==> config.mk <==
export PLATFORM = sky130hd
export DESIGN_NAME = ram8_fifo_ctrl
export DESIGN_NICKNAME = d
export VERILOG_FILES = /design/src/rtl/ram8_fifo_pkg.sv /design/src/rtl/ram8_fifo_ctrl.sv
export SDC_FILE = /design/constraint.sdc
export NUM_CORES = 1
export LEC_CHECK = 0
export BUFFER_PORTS_ARGS = -buffer_cell sky130_fd_sc_hd__buf_4
export CORE_ASPECT_RATIO = 0.8
export CORE_MARGIN = 2
export CORE_UTILIZATION = 43
export CTS_BUF_LIST = sky130_fd_sc_hd__clkbuf_16
export CTS_CLUSTER_DIAMETER = 60
export DETAILED_ROUTE_END_ITERATION = 12
export PLACE_DENSITY_LB_ADDON = 0.15
export SLEW_MARGIN = 0
export SYNTH_ARGS = -nofsm -noshare
export SYNTH_HDL_FRONTEND = slang
export SYNTH_SLANG_ARGS = --single-unit
==> constraint.sdc <==
create_clock -name clk -period 2.3 [get_ports clk]
set_input_delay 0.23 -clock clk [delete_from_list [all_inputs] [get_ports clk]]
set_output_delay 0.23 -clock clk [all_outputs]
set_load 0.05 [all_outputs]
==> src/rtl/ram8_fifo_pkg.sv <==
// Shared constants and types for the RAM-backed byte FIFO controller.
package ram8_fifo_pkg;

  localparam int DW     = 8;
  localparam int AW     = 3;
  localparam int DEPTH  = 2 ** AW;
  localparam int CAP    = DEPTH + 1;
  localparam int RD_LAT = 1;

  typedef enum logic [0:0] {
    IDLE,
    RD_WAIT
  } state_t;

  typedef logic [AW-1:0] ptr_t;
  typedef logic [AW:0]   cnt_t;

endpackage

==> src/rtl/ram8_fifo_ctrl.sv <==
// Byte FIFO using an external single-port 8x8 RAM plus a first-word-fall-through output register.
// Optional build macro RAM8_FIFO_BYPASS_EN lets a byte skip the RAM when the FIFO is draining empty.
//
// state   | meaning
// IDLE    | RAM port free: issue a read if the output slot can take it, else accept a push
// RD_WAIT | read issued last cycle; capture ram_dout into the output register at this edge
module ram8_fifo_ctrl #(
  parameter int DW = ram8_fifo_pkg::DW,
  parameter int AW = ram8_fifo_pkg::AW
) (
  input  logic          clk,
  input  logic          rst_n,
  input  logic          ena,
  input  logic [DW-1:0] s_data,
  input  logic          s_valid,
  output logic          s_ready,
  output logic [DW-1:0] m_data,
  output logic          m_valid,
  input  logic          m_ready,
  output logic          ram_we,
  output logic [AW-1:0] ram_addr,
  output logic [DW-1:0] ram_din,
  input  logic [DW-1:0] ram_dout,
  output logic [AW:0]   count,
  output logic          full,
  output logic          empty
);
  import ram8_fifo_pkg::*;

  localparam logic [AW:0] DEPTH_C = (AW+1)'(2 ** AW);
  localparam logic [AW:0] CAP_C   = (AW+1)'(2 ** AW + 1);

  state_t        state, state_nxt;
  logic [AW-1:0] wr_ptr, rd_ptr;
  logic [AW:0]   ram_cnt, ram_cnt_nxt, count_nxt;
  logic          pop, capture, bypass, m_valid_nxt;

  assign pop = ena && m_valid && m_ready;

  always_comb begin
    state_nxt = state;
    s_ready   = 1'b0;
    ram_we    = 1'b0;
    ram_addr  = '0;
    ram_din   = '0;
    capture   = 1'b0;
    bypass    = 1'b0;
    case (state)
      IDLE: begin
        if (ena) begin
          // Reads win the single RAM port so the output slot refills as fast as possible.
          if (ram_cnt != '0 && (!m_valid || m_ready)) begin
            ram_addr  = rd_ptr;
            state_nxt = RD_WAIT;
          end else begin
            s_ready = (ram_cnt < DEPTH_C);
            if (s_valid && s_ready) begin
`ifdef RAM8_FIFO_BYPASS_EN
              if (ram_cnt == '0 && (!m_valid || m_ready)) begin
                bypass = 1'b1;
              end else begin
                ram_we   = 1'b1;
                ram_addr = wr_ptr;
                ram_din  = s_data;
              end
`else
              ram_we   = 1'b1;
              ram_addr = wr_ptr;
              ram_din  = s_data;
`endif
            end
          end
        end
      end
      RD_WAIT: begin
        // Completes even with ena low so the in-flight byte is not lost.
        capture   = 1'b1;
        state_nxt = IDLE;
      end
      default: state_nxt = IDLE;
    endcase
  end

  always_comb begin
    ram_cnt_nxt = ram_cnt + (AW+1)'(ram_we) - (AW+1)'(capture);
    if (capture || bypass) begin
      m_valid_nxt = 1'b1;
    end else if (pop) begin
      m_valid_nxt = 1'b0;
    end else begin
      m_valid_nxt = m_valid;
    end
    count_nxt = ram_cnt_nxt + (AW+1)'(m_valid_nxt);
  end

  always_ff @(posedge clk or negedge rst_n) begin
    if (!rst_n) begin
      state   <= IDLE;
      wr_ptr  <= '0;
      rd_ptr  <= '0;
      ram_cnt <= '0;
      m_valid <= 1'b0;
      m_data  <= '0;
      count   <= '0;
    end else begin
      state   <= state_nxt;
      ram_cnt <= ram_cnt_nxt;
      m_valid <= m_valid_nxt;
      count   <= count_nxt;
      if (ram_we) begin
        wr_ptr <= wr_ptr + AW'(1);
      end
      if (capture) begin
        rd_ptr <= rd_ptr + AW'(1);
        m_data <= ram_dout;
      end else if (bypass) begin
        m_data <= s_data;
      end
    end
  end

  assign full  = (count == CAP_C);
  assign empty = (count == '0);

endmodule

# ---- Word-level counts from Yosys, hierarchy flattened
# Cells that the tools add are included.
dict set report totals {
  ff_bits 24
  output_inout_bits 28
  wordCells 44
}
dict set report op_classes {
  n_addsub 5
  magnitude_cmp 1
  n_eq_ne 1
  mux 21
  bitwise 1
  n_reduce_logical 8
}
# op n
set ops {}
lappend ops {{2-to-1 mux 8 bit} 4}
lappend ops {{2-to-1 mux 1 bit} 12}
lappend ops {{2-to-1 mux 3 bit} 4}
lappend ops {{adder 4 x 1 -> 4 bit} 2}
lappend ops {{adder 3 x 1 -> 3 bit, second input constant} 2}
lappend ops {{equality test 4 bit, second input constant} 1}
lappend ops {{logical AND 1 bit} 4}
lappend ops {{logical NOT 4 bit} 1}
lappend ops {{< comparator 4 bit, second input constant} 1}
lappend ops {{nonzero test 4 bit} 1}
lappend ops {{subtractor 4 x 1 -> 4 bit} 1}
lappend ops {{one-hot mux 1 bit (2 select lines)} 1}
lappend ops {{logical NOT 1 bit} 1}
lappend ops {{logical OR 1 bit} 1}
lappend ops {{inverter 1 bit} 1}

# ---- Longest topological paths before layout
dict set report depth {
  word_depth 9
  depth_mapped 10
  mapped_depth_nobuf 9
}

# ---- Worst setup path after synthesis
# OpenSTA, ideal clock, no wires.
dict set report synth_path {
  kind {register to register}
  start {register m_valid}
  end {register count[3]}
  setup_ps 135
  arrival_ps 2491
  path_slack_ps -325
  path_stages_with_launch 9
  n_path_buf 1
  period_less_slack_ps 2625
  cell_sequence {dfrtp_1 nor2b_2 o211a_1 buf_6 ha_1 fa_1 nand2_1 a2111oi_2 a211oi_1}
}
dict set report synth_via {
  elab_chain_cells 9
}
# item line
set synth_lines {}
lappend synth_lines {{start: declaration} ram8_fifo_ctrl.sv:18} ;# output logic m_valid,
lappend synth_lines {{start signal: assignment} ram8_fifo_ctrl.sv:108} ;# m_valid <= m_valid_nxt;
lappend synth_lines {{logical NOT 1 bit} ram8_fifo_ctrl.sv:52} ;# if (ram_cnt != '0 && (!m_valid || m_ready)) begin
lappend synth_lines {{logical OR 1 bit} ram8_fifo_ctrl.sv:52}
lappend synth_lines {{logical AND 1 bit} ram8_fifo_ctrl.sv:52}
lappend synth_lines {{2-to-1 mux 1 bit} ram8_fifo_ctrl.sv:52}
lappend synth_lines {{2-to-1 mux 1 bit} ram8_fifo_ctrl.sv:50} ;# if (ena) begin
lappend synth_lines {{2-to-1 mux 1 bit} ram8_fifo_ctrl.sv:48} ;# case (state)
lappend synth_lines {{via ram_we} ram8_fifo_ctrl.sv:20} ;# output logic ram_we,
lappend synth_lines {{adder 4 x 1 -> 4 bit} ram8_fifo_ctrl.sv:85} ;# ram_cnt_nxt = ram_cnt + (AW+1)'(ram_we) - (AW+1)'(capture);
lappend synth_lines {{subtractor 4 x 1 -> 4 bit} ram8_fifo_ctrl.sv:85}
lappend synth_lines {{via ram_cnt_nxt[1]} ram8_fifo_ctrl.sv:35} ;# logic [AW:0] ram_cnt, ram_cnt_nxt, count_nxt;
lappend synth_lines {{adder 4 x 1 -> 4 bit} ram8_fifo_ctrl.sv:93} ;# count_nxt = ram_cnt_nxt + (AW+1)'(m_valid_nxt);
lappend synth_lines {{via count_nxt[3]} ram8_fifo_ctrl.sv:35}
lappend synth_lines {{end signal: assignment} ram8_fifo_ctrl.sv:109} ;# count <= count_nxt;
lappend synth_lines {{end: declaration} ram8_fifo_ctrl.sv:24} ;# output logic [AW:0] count,
# The timed path passes the listed nets, and every way through them passes these cells.
# A chain may end at the register's enable or synchronous reset.

# ---- Worst setup path after layout
dict set report layout_path {
  start {register ram_cnt[2]}
  end {register count[3]}
}
dict set report layout_via {
  elab_chain_cells 9
}
# item line
set layout_lines {}
lappend layout_lines {{start: declaration} ram8_fifo_ctrl.sv:35}
lappend layout_lines {{start signal: assignment} ram8_fifo_ctrl.sv:107} ;# ram_cnt <= ram_cnt_nxt;
lappend layout_lines {{< comparator 4 bit} ram8_fifo_ctrl.sv:56} ;# s_ready = (ram_cnt < DEPTH_C);
lappend layout_lines {{logical AND 1 bit} ram8_fifo_ctrl.sv:57} ;# if (s_valid && s_ready) begin
lappend layout_lines {{2-to-1 mux 1 bit} ram8_fifo_ctrl.sv:57}
lappend layout_lines {{2-to-1 mux 1 bit *} ram8_fifo_ctrl.sv:52}
lappend layout_lines {{2-to-1 mux 1 bit *} ram8_fifo_ctrl.sv:50}
lappend layout_lines {{2-to-1 mux 1 bit *} ram8_fifo_ctrl.sv:48}
lappend layout_lines {{adder 4 x 1 -> 4 bit *} ram8_fifo_ctrl.sv:85}
lappend layout_lines {{subtractor 4 x 1 -> 4 bit *} ram8_fifo_ctrl.sv:85}
lappend layout_lines {{via ram_cnt_nxt[1]} ram8_fifo_ctrl.sv:35}
lappend layout_lines {{adder 4 x 1 -> 4 bit *} ram8_fifo_ctrl.sv:93}
lappend layout_lines {{via count_nxt[3]} ram8_fifo_ctrl.sv:35}
# Mark *: on every way through the listed nets, which the timed path passes. The rest lies on a longest branch.

==> flow_metrics.env <==
export IMPL_rsz0062_at_grt="yes"
export IMPL_routabilityCongestion=0.771
export IMPL_synthTopCellsByArea="dfrtp_1 (48%), ha_1 (8.9%), mux2_2 (8.9%)"
export IMPL_syn_to_final_growth_pct=46.8
export IMPL_worst_slew_pin_slew_ps=500
export IMPL_reg2reg_from="ram_cnt[2]"
export IMPL_status="complete, no violations"
export IMPL_nets=193
export IMPL_drtIter0Drc=31
export IMPL_layout_drive_gt1_share_pct=49.1
export IMPL_drcViolationCount=0
export IMPL_cp_max_fo=4
export IMPL_n_antenna_cell=0
export IMPL_ys_seq_area_share_pct=47.6
export IMPL_ys_ff_latch=24
export IMPL_start_util_pct=45.3
export IMPL_antenna_found_initial=0
export IMPL_worst_r2r_cell_count=9
export IMPL_min_path_cells=2
export IMPL_avgSynthCellArea_um2=12.0
export IMPL_whs_ps=204
export IMPL_post_place_ws_ps=-77.6
export IMPL_fmax_mhz=440
export IMPL_avgRoutedWirePerCell_um=13.6
export IMPL_clk_latency_ps=260
export IMPL_p_int_mw=1.73
export IMPL_p_sw_mw=1.42
export IMPL_vias=970
export IMPL_synth_mux_area_share_pct=8.92
export IMPL_die_area_um2=3390
export IMPL_r2r_slack_ps=30
export IMPL_period_share_pct=98.9
export IMPL_ys_types=32
export IMPL_root_buffer="clkbuf_16"
export IMPL_worst_setup_path_end_kind="flop"
export IMPL_cts_buffers=3
export IMPL_synth_compound_area_share_pct=10.8
export IMPL_hold_start="ram_dout[2]"
export IMPL_cp_arrival_ps=2440
export IMPL_synth_top_cell_by_area="dfrtp_1"
export IMPL_place_hpwl_mm=2.10
export IMPL_grt_max_degree=25
export IMPL_final_cell_count_no_fill=199
export IMPL_core_um2=2790
export IMPL_cap_violations=0
export IMPL_worstPathRequired_ps=2470
export IMPL_wl_mm=2.70
export IMPL_synthAdderAreaFrac_pct=10.5
export IMPL_cts_sinks=24
export IMPL_place_area_um2=1730
export IMPL_drt_pass1_iterations=4
export IMPL_layout_commonest_cell="buf_4"
export IMPL_cts_tree="built"
export IMPL_design_area_um2=1850
export IMPL_slew_viol_final=0
export IMPL_grt_overflow_total=0
export IMPL_power_density_nw_per_um2=1700
export IMPL_antenna_left=0
export IMPL_ys_async_sr_fraction_pct=100
export IMPL_pwr_share_comb_pct=58.7
export IMPL_crit_type="flop to flop"
export IMPL_ir_drop_v=0.00134
export IMPL_syn_num_nets=136
export IMPL_die_h_um=52.5
export IMPL_p_leak_nw=0.898
export IMPL_cts_setup_buffers=0
export IMPL_synthXorXnorAreaFrac_pct=4.76
export IMPL_grt_first_pass_wirelength_mm=4.44
export IMPL_dp_cells=194
export IMPL_final_hold_viol_count=0
export IMPL_synth_edf_count=0
export IMPL_fin_crit_ps=2270
export IMPL_grt_pass1_vias=982
export IMPL_finClkSkew_ps=2.06
export IMPL_synthesis_area_um2=1260
export IMPL_synth_simple_gate_area_share_pct=14.1
export IMPL_die_x_um=64.6
export IMPL_hold_class="primary input to flop"
export IMPL_fin_ws_ps=25.6
export IMPL_clk_pin_slew_worst_paths_ps=60
export IMPL_synth_top_family_by_area="simple AND/OR/NAND/NOR gates"
export IMPL_sw_frac_of_total_pct=45.0
export IMPL_viasPerCell=4.87
export IMPL_ios=49
export IMPL_min_to="m_data[2]"
export IMPL_p_clk_share_pct=15.6
export IMPL_start_kind="flop"
export IMPL_fp_row_count=17
export IMPL_synth_top_area_share_pct=47.6
export IMPL_ys_warn_count=0
export IMPL_mostFrequentLayoutCells="buf_4 (53), dfrtp_1 (23), mux2_2 (10)"
export IMPL_portBuffers=48
export IMPL_syn_inst=105
export IMPL_setup_viol=0
export IMPL_clockBufferDepth=2
export IMPL_ys_flop_type="dfrtp_1"
export IMPL_p_seq_share_pct=25.7
export IMPL_slew_headroom_pct=66.4
export IMPL_r2r_end="count[3]"
export IMPL_h_tree_depth=1
export IMPL_track_usage_pct=17.6
-- synth_stat cells (all sizes together) (2+ instances only) --
master,n
o211ai,3
nor3,2
a21o,2
and2,8
dfrtp,24
ha,9
a21oi,3
nand2b,2
nand2,4
a211oi,3
xor2,2
xnor2,4
inv,7
nand3,4
buf,2
mux2,10
o21ai,2
nor2b,3
-- critical path: stages, from the launching register on --
cell      delay [ps]
dfrtp_1          320
inv_1             50
ha_1             200
nor3b_4          150
o211a_1          250
ha_4             180
fa_2             570
nand2_1           90
o22a_1           190
a211oi_2         200
-- routing by layer --
| metal | global-route usage (%) | vias up | wire length [µm] |
|---|---|---|---|
| met2 | 32.8 | 24 | 1400 |
| met5 | 0 | - | 0 |
| met4 | 2.13 | 0 | 0 |
| met3 | 5.38 | 0 | 134 |
| li1 | - | 483 | - |
| met1 | 20.6 | 463 | 1170 |
-- through the flow --
step | setup TNS [ps] | power (mW) | utilization [%]
floorplan | -227 | 2.10 | -
global placement | 0 | 2.58 | 62.1
detailed placement | -77.6 | 2.63 | 62.1
CTS | 0 | 3.19 | 66.5
global route | -92.4 | 3.35 | 66.5
finish | 0 | 3.14 | 66.5
-- worst max path at each step --
stage,from,end,slack [ps],depth (start not counted)
after floorplan,ram_cnt[3],s_ready,-110,4
after global placement,ram_cnt[2],count[3],30,9
after detailed placement,ram_cnt[2],count[3],-80,9
after CTS,ram_cnt[2],count[3],20,9
after global routing,ram_cnt[3],count[3],-90,9
final,ram_cnt[2],count[3],30,9
-- kinds of logic after synthesis --
logic type,after synthesis
fa+ha+maj,10
compound gates,18
flops,24
xor+xnor,6
simple gates,28
mux,10
buf+inv,9
-- power groups by stage --
stage	logic (mW)	clock network [mW]	registers (mW)
3_3_place_gp	1.77	0	0.808
5_1_grt	1.99	0.525	0.836
4_1_cts	1.87	0.506	0.810
6_report	1.84	0.491	0.807
3_5_place_dp	1.82	0	0.809
2_1_floorplan	0.902	0	1.20
-- registers in the layout, indices dropped and copies added, names as in the netlist --
name	count
m_valid	1
m_data	8
rd_ptr	3
state	1
count	4
ram_cnt	4
wr_ptr	3
-- cell type report --
cell class / instances / area (µm²)
Fill cell: 226 / 933
Clock inverter: 1 / 30.0
Timing Repair Buffer: 54 / 408
Tap cell: 38 / 47.5
Multi-Input combinational cell: 72 / 664
Sequential cell: 24 / 602
Clock buffer: 3 / 75.1
Inverter: 7 / 26.3
-- timing repair --
action,4_1_cts,5_1_grt
gates resized for setup,2,0
hold buffers,1,0
pin swaps,4,0
setup endpoints to repair,1,1
gates cloned,0,0
hold endpoints to repair,24,0
Power figures use the tool's default switching activity.
